[src/rtl/alu_arbiter.sv]
// alu_arbiter: two-requester round-robin front end for a shared combinational ALU.
// Requester 0 is the integer execute path, requester 1 a secondary client
// (e.g. address/branch compare). One request is granted per cycle. The
// granted operands drive the ALU, and the ALU result is captured into a
// one-entry response register. That register is drained over a valid/ready
// handshake and tagged with the owning requester ID.

module alu_arbiter #(
    parameter int unsigned XLEN   = 32,
    parameter int unsigned CTRL_W = 4
) (
    input  logic              clk,
    input  logic              rst_n,

    // Request side
    input  logic [1:0]        req_valid,
    output logic [1:0]        req_ready,
    input  logic [XLEN-1:0]   req0_src1,
    input  logic [XLEN-1:0]   req0_src2,
    input  logic [CTRL_W-1:0] req0_ctrl,
    input  logic [XLEN-1:0]   req1_src1,
    input  logic [XLEN-1:0]   req1_src2,
    input  logic [CTRL_W-1:0] req1_ctrl,

    // Shared ALU
    output logic [XLEN-1:0]   alu_src1,
    output logic [XLEN-1:0]   alu_src2,
    output logic [CTRL_W-1:0] alu_ctrl,
    input  logic [XLEN-1:0]   alu_result,
    input  logic              alu_zero,

    // Response side
    output logic              rsp_valid,
    input  logic              rsp_ready,
    output logic              rsp_id,
    output logic [XLEN-1:0]   rsp_result,
    output logic              rsp_zero
);

    // Round-robin pointer: the requester that won the most recent transfer.
    logic            last_grant_q, last_grant_d;

    // One-entry response register
    logic            rsp_valid_q, rsp_valid_d;
    logic            rsp_id_q, rsp_id_d;
    logic [XLEN-1:0] rsp_result_q, rsp_result_d;
    logic            rsp_zero_q, rsp_zero_d;

    logic       can_accept;
    logic [1:0] grant;
    logic       xfer;
    logic       xfer_id;

    // Arbitration: pick a winner among valid requesters, then gate on response space.
    always_comb begin
        grant = 2'b00;
        case (req_valid)
            2'b01:   grant = 2'b01;
            2'b10:   grant = 2'b10;
            // Contention goes to the requester that did not win last time.
            2'b11:   grant = last_grant_q ? 2'b01 : 2'b10;
            default: grant = 2'b00;
        endcase

        // Space exists if the register is empty or is being drained this cycle.
        can_accept = !rsp_valid_q || rsp_ready;

        // rst_n gating keeps req_ready low throughout reset, not just after the first edge.
        req_ready = (can_accept && rst_n) ? grant : 2'b00;

        // req_ready is already qualified by req_valid via grant.
        xfer    = |(req_valid & req_ready);
        xfer_id = req_ready[1];
    end

    // ALU operand mux: granted requester's fields, otherwise all-zero (ADD 0+0).
    always_comb begin
        alu_src1 = '0;
        alu_src2 = '0;
        alu_ctrl = '0;
        if (req_ready[0]) begin
            alu_src1 = req0_src1;
            alu_src2 = req0_src2;
            alu_ctrl = req0_ctrl;
        end else if (req_ready[1]) begin
            alu_src1 = req1_src1;
            alu_src2 = req1_src2;
            alu_ctrl = req1_ctrl;
        end
    end

    // Next-state: a transfer overwrites the response register, else a drain clears valid.
    always_comb begin
        last_grant_d = last_grant_q;
        rsp_valid_d  = rsp_valid_q;
        rsp_id_d     = rsp_id_q;
        rsp_result_d = rsp_result_q;
        rsp_zero_d   = rsp_zero_q;

        if (xfer) begin
            // A simultaneous drain and new transfer keeps valid high for back-to-back throughput.
            last_grant_d = xfer_id;
            rsp_valid_d  = 1'b1;
            rsp_id_d     = xfer_id;
            rsp_result_d = alu_result;
            rsp_zero_d   = alu_zero;
        end else if (rsp_valid_q && rsp_ready) begin
            // Payload fields hold their last values after a drain.
            rsp_valid_d = 1'b0;
        end
    end

    // State registers with asynchronous active-low reset.
    always_ff @(posedge clk or negedge rst_n) begin
        if (!rst_n) begin
            // Pointer resets to 1 so the first contended grant goes to requester 0.
            last_grant_q <= 1'b1;
            rsp_valid_q  <= 1'b0;
            rsp_id_q     <= 1'b0;
            rsp_result_q <= '0;
            rsp_zero_q   <= 1'b0;
        end else begin
            last_grant_q <= last_grant_d;
            rsp_valid_q  <= rsp_valid_d;
            rsp_id_q     <= rsp_id_d;
            rsp_result_q <= rsp_result_d;
            rsp_zero_q   <= rsp_zero_d;
        end
    end

    assign rsp_valid  = rsp_valid_q;
    assign rsp_id     = rsp_id_q;
    assign rsp_result = rsp_result_q;
    assign rsp_zero   = rsp_zero_q;

endmodule

[config.mk]
export PLATFORM = sky130hd
export DESIGN_NAME = alu_arbiter
export DESIGN_NICKNAME = d
export VERILOG_FILES = /design/src/rtl/alu_arbiter.sv
export SDC_FILE = /design/constraint.sdc
export NUM_CORES = 1
export LEC_CHECK = 0
export BUFFER_PORTS_ARGS = -buffer_cell sky130_fd_sc_hd__buf_2
export CAP_MARGIN = 15
export CORE_AREA = 2 2 107 109
export CTS_BUF_LIST = sky130_fd_sc_hd__clkbuf_8
export DETAILED_ROUTE_END_ITERATION = 12
export DIE_AREA = 0 0 109 111
export MAX_ROUTING_LAYER = met4
export SETUP_SLACK_MARGIN = 0.1
export SLEW_MARGIN = 5
export SYNTH_ARGS = -nofsm -noshare
export SYNTH_HDL_FRONTEND = slang
export SYNTH_SLANG_ARGS = --single-unit
[constraint.sdc]
create_clock -name clk -period 1.2 [get_ports clk]
set_input_delay 0.06 -clock clk [delete_from_list [all_inputs] [get_ports clk]]
set_output_delay 0.06 -clock clk [all_outputs]
set_load 0.02 [all_outputs]
==> Yosys cells after proc, flatten, opt, wreduce, memory -nomap -nowiden <==
Cells that the tools add are included.
{ "op_classes": {"muxes": 11, "eq_ne": 3, "n_bitwise": 1, "n_reduce_logical": 6} }
{ "ops": {"columns": ["cell", "count"], "rows": [
  ["2-to-1 mux 32 bit", 4],
  ["2-to-1 mux 4 bit", 2],
  ["one-hot mux 2 bit (3 select lines)", 1],
  ["equality test 2 bit, second input constant", 2],
  ["2-to-1 mux 2 bit", 2],
  ["bitwise AND 2 bit", 1],
  ["equality test 2 x 1 -> 1 bit, second input constant", 1],
  ["logical AND 1 bit", 2],
  ["2-to-1 mux 1 bit", 2],
  ["nonzero test 2 bit", 1],
  ["OR reduction 2 bit", 1],
  ["logical NOT 1 bit", 1],
  ["logical OR 1 bit", 1]
]} }
{ "word_totals": {"wordCells": 26, "reg_bits": 36, "inputBits": 174} }

==> Longest topological paths before layout <==
Gate-level depths: netlist (run 1).
{ "logic_depth": {"word_depth": 7, "mapped_depth": 6, "depth_no_buf": 3} }

==> Least setup slack after synthesis (run 1) <==
Ideal clock, no wire load.
{ "synth_path": {"path_kind": "register -> output", "startpoint": "reg rsp_valid_q, in the netlist rsp_valid", "endpoint": "out alu_src1[24]", "n_path_buf": 2, "setup_slack_ns": -0.277, "t_required_ns": 1.140, "stages_incl_launch_ff": 6, "arrival_time_ns": 1.417, "cell_sequence": "dfrtp_1 -> nand2b_1 -> and4_1 -> buf_2 -> buf_2 -> a22o_1"} }
{ "synth_via": {"elab_chain_len": 6} }
{ "synth_rtl": {"columns": ["element", "line_no", "text"], "rows": [
  ["from (decl)", "44", "logic rsp_valid_q, rsp_valid_d;"],
  ["from (signal assigned)", "124", "rsp_valid_q <= rsp_valid_d;"],
  ["logical NOT 1 bit", "66", "can_accept = !rsp_valid_q || rsp_ready;"],
  ["logical OR 1 bit", "66", null],
  ["logical AND 1 bit", "69", "req_ready = (can_accept && rst_n) ? grant : 2'b00;"],
  ["2-to-1 mux 2 bit", "69", null],
  ["net req_ready[1]", "17", "output logic [1:0] req_ready,"],
  ["2-to-1 mux 32 bit", "85", "end else if (req_ready[1]) begin"],
  ["2-to-1 mux 32 bit", "81", "if (req_ready[0]) begin"],
  ["to (decl)", "26", "output logic [XLEN-1:0] alu_src1,"]
]} }
The timed path passes the listed nets, and every way through them passes these cells.

==> Final worst setup path (run 1) <==
{ "layout_path": {"startpoint": "reg last_grant_q", "endpoint": "out alu_src1[31]"} }
{ "layout_via": {"elab_chain_len": 5} }
{ "layout_rtl": {"columns": ["element", "line_no", "text"], "rows": [
  ["from (decl)", "41", "logic last_grant_q, last_grant_d;"],
  ["from (signal assigned)", "123", "last_grant_q <= last_grant_d;"],
  ["2-to-1 mux 2 bit *", "61", "2'b11: grant = last_grant_q ? 2'b01 : 2'b10;"],
  ["one-hot mux 2 bit (3 select lines) *", "57", "case (req_valid)"],
  ["2-to-1 mux 2 bit *", "69", null],
  ["2-to-1 mux 32 bit", "85", null],
  ["2-to-1 mux 32 bit *", "81", null]
]} }
Every way passes the cells marked *; elsewhere a longest branch is shown, timed or not.

==> flow_summary.json, run 1 <==
{
  "status": "finished with violations",
  "violations": "setup timing",
  "multiInputGateArea_um2": 1767,
  "antenna_found_initial": 2,
  "async_flop_share_pct": 100.0,
  "die_height_um": 111,
  "worst_slew_pin_slew_ps": 443.2,
  "syn-instance-count": 165,
  "yosysSeqAreaShare_pct": 44.02,
  "synth_edf_count": 0,
  "reg2reg_depth": 8,
  "critPathKind": "reg2out",
  "wl_um": 10330,
  "rows": 39,
  "setup_violations": 106,
  "r2r_start": "rsp_valid",
  "cap_violations": 0,
  "ys_seq_elements": 36,
  "fin_skew_ps": 6.688,
  "crit_path_start_kind": "flop",
  "hold_slack_ps": 4.254,
  "drc": 0,
  "core_um2": 11080,
  "fin_setup_tns_ps": -47610,
  "slew_headroom_pct": 70.45,
  "reg2reg_setup_slack_ps": -410,
  "gp_congestion": 0.7710,
  "ios": 279,
  "yosysWarnings": 0,
  "crit_chain": "o2111a_4 -> buf_12 -> a22o_1 -> buf_6",
  "grtUsageTotal_pct": 15.95,
  "fin_crit_sh_pct": 143.7,
  "leakage_nw": 2.950,
  "power_density_nw_per_um2": 982.6,
  "slowest_delay_ps": 550,
  "clockRootBuffer": "clkbuf_8",
  "grt.overflow.total": 0,
  "drt_first_pass_iters": 4,
  "synth_commonest_cells": "68 x a22o_1, 35 x dfrtp_1, 33 x mux2_2, 14 x buf_2, 3 x buf_4",
  "nFillCells": 991,
  "grt_pass1_vias": 2881,
  "syn-num-nets": 339,
  "cts_buffers": 5,
  "cts_sinks": 36,
  "use_met3_pct": 2.822,
  "dpl.hpwl_um": 7815,
  "crit_path_start": "last_grant_q",
  "setup.worst_path.end": "alu_src1[31]",
  "die_x_um": 109,
  "synth_area_um2": 2049,
  "synth_flop_cell": "dfrtp_1",
  "htreeDepth": 2,
  "cp.required_ps": 1140,
  "crit_family": "flip-flops",
  "grt_util_met1_pct": 17.92,
  "rsz0062_at_grt": "yes",
  "cp_num_buf_inv": 2,
  "worst_path_max_delay_cell": "dfstp_2",
  "area.growth.synth_to_final_pct": 154.4,
  "fin_ws_ps": -523.9,
  "grt-busiest-layer": "met2",
  "worstSkewPairLatency_ps": 290,
  "path_clk_slew_ps": 80,
  "hold_path.class": "in2reg",
  "fin_nets": 651,
  "path_depth": 4,
  "layout-drive-gt1-share_pct": 88.91,
  "grt_first_pass_wirelength_um": 14770,
  "use_met2_pct": 28.61,
  "drtIter0Drc": 163,
  "fmax_ghz": 0.5801,
  "path_max_fanout": 18,
  "portBuffers": 278,
  "avgViaCountPerCell": 4.425,
  "post-route-min-period_ps": 1724,
  "yosysTopAreaCellShare_pct": 42.74,
  "die_area_um2": 12100,
  "yosysTopAreaCell": "dfrtp_1",
  "synth_top_cells_by_area": "dfrtp_1 43%, a22o_1 29%, mux2_2 18%",
  "synth_most_common_cell": "a22o_1",
  "start_util_pct": 18.50,
  "grt_start_max_net_pins": 36,
  "peakVddDrop_mv": 1.054,
  "detail-route-antenna-nets": 0,
  "slew_viol_final": 0,
  "arrival_ps": 1660,
  "end_kind": "primary output",
  "clockBufferDepth": 2,
  "dp_slack_ps": -221.5,
  "r2r_end": "rsp_result[16]",
  "ff_latch_area_um2": 903.4,
  "wl_per_cell_um": 16.59,
  "netlist-cell-type-count": 14,
  "report.final.hold_viol_count": 0,
  "cts_tree": "done",
  "syn_avg_cell_area_um2": 12.42,
  "vias": 2757
}
## worst min-delay path by stage
stage / startpoint / end / slack, ps / depth (start not counted)
after floorplan: rst_n / rsp_id / -240 / 0
after global placement: rst_n / last_grant_q / 170 / 2
after detailed placement: rst_n / last_grant_q / 180 / 2
after CTS: alu_result[15] / rsp_result[15] / 0.6 / 2
after global routing: alu_zero / rsp_zero / 0.3 / 2
final: alu_result[12] / rsp_result[12] / 4 / 2
## flip-flops by register name (all words and copies together), names as in the netlist
name	count
rsp_zero	1
rsp_id	1
last_grant_q	1
rsp_valid	1
rsp_result	32
## cell families after synthesis
logic type | after synthesis | synth area share (%)
DFF | 36 | 44.02
AOI/OAI and AO/OA | 72 | 30.95
buffers and inverters | 20 | 5.800
muxes | 33 | 18.13
and+or+nand+nor | 4 | 1.099
## where the power goes
group	internal, W	switching [W]
Combinational	0.00144	0.00124
Sequential	0.00144	0.000123
Clock	0.000458	0.000419
Total	0.00334	0.00178
## stage by stage
stage	power, W	util [%]	cells	area, um^2
after floorplan	0.002899	-	165	2730
after global placement	0.003730	39.12	587	4333
after detailed placement	0.003770	39.12	587	4333
after CTS	0.004962	44.44	613	4922
after global routing	0.005388	47.07	623	5214
final	0.005123	47.07	623	5214
## placed cells by master (no fill, tap or decap), types with 2 or more instances in the layout
cell,synthesis,routed
buf_2,14,229
a22o_4,0,67
buf_6,2,53
dfrtp_1,35,34
mux2_4,0,33
buf_4,3,15
dlygate4sd3_1,0,12
buf_12,0,9
clkbuf_8,0,6
buf_8,0,3
diode_2,0,2
nand2_1,2,2
a21o_1,2,2
clkinv_2,0,2
clkbuf_16,0,2
## repair_timing
action                     in CTS  in global routing
gates resized for setup        79                 67
gates cloned                    4                  2
pin swaps                       2                  2
setup buffers                   5                  5
setup endpoints to repair     105                106
hold endpoints to repair       44                  4
hold buffers                    9                  4
## worst reg2reg max path, delay by kind of cell (launching register included)
family,cells,cell delay [ps]
buffers and inverters,5,640
muxes,1,300
and+or+nand+nor,1,70
AOI/OAI and AO/OA,1,90
DFF,1,390
## layout make-up
type,count,share of cell area [%]
repair buffers,324,43.41
multi-input cells,109,33.89
flip-flops and latches,36,17.33
well taps,143,3.432
clock buffers,6,1.584
clock inverters,2,0.1920
diodes,2,0.09599
inverters,1,0.07199
## per-layer routing
layer / vias up / wire length [um]
met5: - / 0
met4: 0 / 121
met3: 11 / 769
met2: 156 / 5575
met1: 1308 / 3866
li1: 1282 / -
Note: power is estimated with default switching activity, not from simulation.
==> run 2, diff against run 1 <==
--- a/config.mk
+++ b/config.mk
@@ -11,6 +11,7 @@
 export CTS_BUF_LIST = sky130_fd_sc_hd__clkbuf_8
 export DETAILED_ROUTE_END_ITERATION = 12
 export DIE_AREA = 0 0 109 111
+export GPL_TIMING_DRIVEN = 0
 export MAX_ROUTING_LAYER = met4
 export SETUP_SLACK_MARGIN = 0.1
 export SLEW_MARGIN = 5
==> run 2 against run 1 <==
Compared with the run above: the flow finishes with violations (hold timing, setup timing); critical path depth is 2 higher; non-clock buffer count is 22 higher; flip-flop and latch count stayed put; critical endpoint is now alu_src1[7]; largest cell class unchanged.
==> flow_summary.json, run 2 (same netlist as run 1, synthesis figures left out) <==
{
  "reg2reg_setup_slack_ps": -300,
  "critPathKind": "reg2out",
  "layout_commonest_cell": "buf_2",
  "crit_top_cell": "buf_6",
  "largest_reg_flops": 32,
  "ios": 279,
  "avgViaCountPerCell": 4.450,
  "crit_path_start_kind": "flop",
  "slowest_delay_ps": 380,
  "leakage_nw": 3.014,
  "setup_violations": 105,
  "grt.overflow.total": 0,
  "fin_setup_tns_ps": -42900,
  "hold_slack_ps": -255.1,
  "start_util_pct": 18.50,
  "worstSkewPairLatency_ps": 290,
  "antenna_found_initial": 2,
  "detail-route-antenna-nets": 0,
  "grt_pass1_vias": 3148,
  "peakVddDrop_mv": 1.043,
  "wl_per_cell_um": 16.26,
  "die_height_um": 111,
  "rows": 39,
  "htreeDepth": 2,
  "hold_path.class": "in2async",
  "dpl.hpwl_um": 7869,
  "core_um2": 11080,
  "portBuffers": 278,
  "crit_chain": "o2111a_1 -> buf_6 -> buf_6 -> buf_12 -> a22o_4 -> buf_6",
  "cap_violations": 0,
  "fin_nets": 674,
  "power_density_nw_per_um2": 925.2,
  "area.growth.synth_to_final_pct": 173.7,
  "die_x_um": 109,
  "fin_skew_ps": 7.722,
  "dp_slack_ps": -737.5,
  "fin_ws_ps": -568.3,
  "status": "finished with violations",
  "clockBufferDepth": 2,
  "drt_first_pass_iters": 4,
  "fin_crit_sh_pct": 147.4,
  "rsz0062_at_grt": "yes",
  "layout-drive-gt1-share_pct": 85.63,
  "slew_viol_final": 0,
  "path_max_fanout": 10,
  "violations": "hold timing, setup timing",
  "place_area_um2": 4300,
  "cts_sinks": 36,
  "grt_start_max_net_pins": 41,
  "final_area_um2": 5610,
  "cts_tree": "done",
  "path_clk_slew_ps": 70,
  "end_kind": "primary output",
  "gp_congestion": 0.8474,
  "grtUsageTotal_pct": 16.73,
  "grt_first_pass_wirelength_um": 15610,
  "post-route-min-period_ps": 1768,
  "drc": 0,
  "vias": 2875,
  "fmax_ghz": 0.5655,
  "worst_slew_pin_slew_ps": 524.9,
  "die_area_um2": 12100,
  "cp_num_buf_inv": 4,
  "cts_buffers": 5,
  "arrival_ps": 1710,
  "cp.required_ps": 1140,
  "wl_um": 10500,
  "mostFrequentLayoutCells": "207 x buf_2, 91 x buf_6, 67 x a22o_4",
  "clockRootBuffer": "clkbuf_8",
  "drtIter0Drc": 129,
  "crit_family": "buffers and inverters",
  "slew_headroom_pct": 65.01,
  "report.final.hold_viol_count": 35,
  "worst_path_max_delay_cell": "dfstp_2",
  "final_core_util_pct": 50.65
}
==> run 2: cell count changes in the layout (fill, tap and decap cells not counted), sizes merged <==
cell,before,now
dlygate4sd3,12,29
buf,309,317
dlymetal6s4s,1,0
inv,1,3
o211ai,1,2
clkinv,2,1
clkbuf,8,5
==> run 2: worst paths after layout <==
| kind | from | to | cells past startpoint |
|---|---|---|---|
| worst max-delay path | last_grant_q | alu_src1[7] | 6 |
| worst min-delay path | rst_n | rsp_result[13] | 1 |
| worst max register to register | last_grant_q | rsp_id | 7 |
| worst min register to register | rsp_id | rsp_id | 1 |
| max in group asynchronous | rst_n | rsp_valid | 1 |
| min in group clk | alu_result[5] | rsp_result[5] | 2 |
==> run 2: layer usage <==
layer	part of all wire [%]	vias to the layer above	GRT usage [%]
li1	-	1335	-
met4	1.8	0	4.872
met2	55	156	32.26
met5	0	-	-
met3	7.0	14	2.352
met1	37	1370	17.03
==> run 2: area by class of cell <==
class,instances,area [um^2]
Timing Repair Buffer,327,2389
Fill cell,951,5466
Multi-Input combinational cell,110,1727
Sequential cell,36,903.4
Inverter,1,3.754
Buffer,19,322.8
Clock inverter,3,12.51
Antenna cell,2,5.005
Clock buffer,5,68.82
Tap cell,143,178.9
==> run 2: stage by stage <==
stage	instances	total power, W
CTS	638	0.005105
detailed placement	586	0.003756
floorplan	165	0.002899
finish	646	0.005191
global route	646	0.005456
global placement	586	0.003722
==> run 2: repair_timing <==
| action | CTS | global route |
|---|---|---|
| endpoints found under the setup margin | 106 | 105 |
| hold buffers | 28 | 1 |
| resized for setup | 186 | 28 |
| endpoints found under the hold margin | 63 | 36 |
| pin swaps | 16 | 2 |
| buffers inserted | 10 | 5 |
| cloned | 6 | 0 |
==> run 2: power breakdown <==
group | switching [W] | total [W] | internal (W)
registers | 0.000125 | 0.00157 | 0.00144
clock network | 0.000418 | 0.000808 | 0.000390
logic | 0.00127 | 0.00282 | 0.00155
==> run 3, diff against run 2 <==
--- a/config.mk
+++ b/config.mk
@@ -6,12 +6,12 @@
 export NUM_CORES = 1
 export LEC_CHECK = 0
 export BUFFER_PORTS_ARGS = -buffer_cell sky130_fd_sc_hd__buf_2
-export CAP_MARGIN = 15
 export CORE_AREA = 2 2 107 109
 export CTS_BUF_LIST = sky130_fd_sc_hd__clkbuf_8
 export DETAILED_ROUTE_END_ITERATION = 12
 export DIE_AREA = 0 0 109 111
 export GPL_TIMING_DRIVEN = 0
+export HOLD_SLACK_MARGIN = 0.1
 export MAX_ROUTING_LAYER = met4
 export SETUP_SLACK_MARGIN = 0.1
 export SLEW_MARGIN = 5
==> run 3 against run 2 <==
Compared with the run above: the flow still finishes with violations (hold timing, setup timing); utilization up 0.36 points; count of clock-buffer cells in the layout stayed put; combinational power about the same; critical path depth is the same; register-to-register slack about the same; total power grew 0.18%; non-clock buffer count up 4; flip-flop and latch count unchanged; maximum frequency is essentially flat; first-iteration DRC count down 2.3%; wire length down 0.30%; critical endpoint unchanged.
==> flow_summary.json, run 3 (same netlist as run 1, synthesis figures left out) <==
{
  "leakage_nw": 3.031,
  "cts_buffers": 5,
  "vias": 2888,
  "reg2reg_setup_slack_ps": -300,
  "crit_family": "buffers and inverters",
  "worst_path_max_delay_cell": "dfstp_2",
  "detail-route-antenna-nets": 0,
  "slowest_delay_ps": 380,
  "crit_top_cell": "buf_6",
  "dpl.hpwl_um": 7869,
  "crit_path_start_kind": "flop",
  "multiInputGateArea_um2": 1727,
  "top_layer_used": "met4",
  "core_um2": 11080,
  "largest_reg_flops": 32,
  "cp.required_ps": 1140,
  "power_w": 0.005200,
  "die_x_um": 109,
  "fin_ws_ps": -567.7,
  "fin_skew_ps": 8.453,
  "power_density_nw_per_um2": 920.3,
  "avgViaCountPerCell": 4.443,
  "hold_slack_ps": -260.7,
  "worst_slew_pin_slew_ps": 524.6,
  "gp_congestion": 0.8474,
  "clockBufferDepth": 2,
  "grt_start_max_net_pins": 41,
  "layout_commonest_cell": "buf_2",
  "worstSkewPairLatency_ps": 290,
  "drtIter0Drc": 126,
  "clockRootBuffer": "clkbuf_8",
  "peakVddDrop_mv": 1.044,
  "crit_chain": "o2111a_1 -> buf_6 -> buf_6 -> buf_12 -> a22o_4 -> buf_6",
  "fmax_ghz": 0.5657,
  "post-route-min-period_ps": 1768,
  "dr_wl_met2_um": 5676,
  "cp_num_buf_inv": 4,
  "rsz0062_at_grt": "yes",
  "r2r_start": "last_grant_q",
  "ios": 279,
  "ff_latch_area_um2": 903.4,
  "die_area_um2": 12100,
  "path_max_fanout": 10,
  "fin_nets": 678,
  "layout-drive-gt1-share_pct": 84.95,
  "cts_tree": "done",
  "slew_headroom_pct": 65.03,
  "mostFrequentLayoutCells": "207 x buf_2, 91 x buf_6, 67 x a22o_4",
  "portBuffers": 278,
  "wl_met3_um": 745,
  "slew_viol_final": 0,
  "drc": 0,
  "area.growth.synth_to_final_pct": 175.7,
  "place_area_um2": 4300,
  "path_depth": 6,
  "grt.overflow.total": 0,
  "hold_path.class": "in2async",
  "end_kind": "primary output",
  "final_core_util_pct": 51.01,
  "grt_pass1_vias": 3169,
  "status": "finished with violations",
  "wl_per_cell_um": 16.11,
  "violations": "hold timing, setup timing",
  "fin_crit_sh_pct": 147.3,
  "nFillCells": 950,
  "setup.worst_path.end": "alu_src1[7]",
  "rows": 39,
  "die_height_um": 111,
  "placed_cells": 586,
  "final_area_um2": 5650,
  "path_clk_slew_ps": 70,
  "cap_violations": 0,
  "start_util_pct": 18.50,
  "arrival_ps": 1710,
  "cts_sinks": 36,
  "crit_path_start": "last_grant_q",
  "wl_met1_um": 3857,
  "reg2reg_depth": 7,
  "drt_first_pass_iters": 4,
  "setup_violations": 105,
  "report.final.hold_viol_count": 35,
  "final_cells": 650,
  "wl_um": 10470,
  "r2r_end": "rsp_id",
  "htreeDepth": 2,
  "grt_first_pass_wirelength_um": 15650,
  "critPathKind": "reg2out",
  "antenna_found_initial": 2,
  "grtUsageTotal_pct": 16.71,
  "postCtsHoldBufs": 33
}
[run 3: cell types whose count changed in the layout (fill, tap and decap cells not counted)]
| cell | previous run | this run |
|---|---|---|
| dlygate4sd3_1 | 29 | 33 |
[run 3: layout make-up]
class | instances | area share (%)
inverters | 1 | 0.06643
well taps | 143 | 3.167
diodes | 2 | 0.08857
plain buffers | 19 | 5.713
repair buffers | 331 | 42.98
flip-flops and latches | 36 | 15.99
clock buffers | 5 | 1.218
multi-input cells | 110 | 30.56
clock inverters | 3 | 0.2214
[run 3: how the worst min path moves through the flow]
stage,cells past startpoint,start,slack (ps),to
detailed placement,1,rst_n,210,rsp_result[19]
CTS,1,rst_n,-250,rsp_result[13]
floorplan,0,rst_n,-240,rsp_id
global route,1,rst_n,-240,rsp_result[13]
finish,1,rst_n,-260,rsp_result[13]
global placement,1,rst_n,200,rsp_result[21]
[run 3: metal layers]
metal,global-route usage [%],up-vias
li1,-,1344
met2,32.01,160
met1,17.20,1370
met5,-,-
met3,2.352,14
met4,4.872,0
[run 3: where the power goes]
group | leakage, nW | switching (W) | internal [W]
registers | 0.420 | 0.000122 | 0.00144
logic | 2.56 | 0.00127 | 0.00156
clock network | 0.0505 | 0.000421 | 0.000390
[run 3: timing repair]
item	in CTS	in global routing
gates resized for setup	186	28
buffers inserted	10	5
pin swaps	16	2
endpoints found under the hold margin	69	35
gates cloned	6	0
setup endpoints to repair	106	105
[run 3: worst reg2reg max path: cells and delay by family (launching register included)]
| kind | cells | cell delay (ps) |
|---|---|---|
| flip-flops | 1 | 550 |
| buffers and inverters | 4 | 510 |
| AND/OR/NAND/NOR | 2 | 200 |
| AO/OA/AOI/OAI | 1 | 140 |
[run 3: metrics by stage]
step | TNS [ps] | hold WS, ps | worst slack (ps)
2_1_floorplan | -9714 | -235.6 | -142.0
5_1_grt | -47950 | -239.7 | -610.0
3_5_place_dp | -70210 | 208.5 | -737.5
4_1_cts | -42720 | -253.8 | -603.6
3_3_place_gp | -67490 | 200.6 | -713.9
6_report | -42940 | -260.7 | -567.7
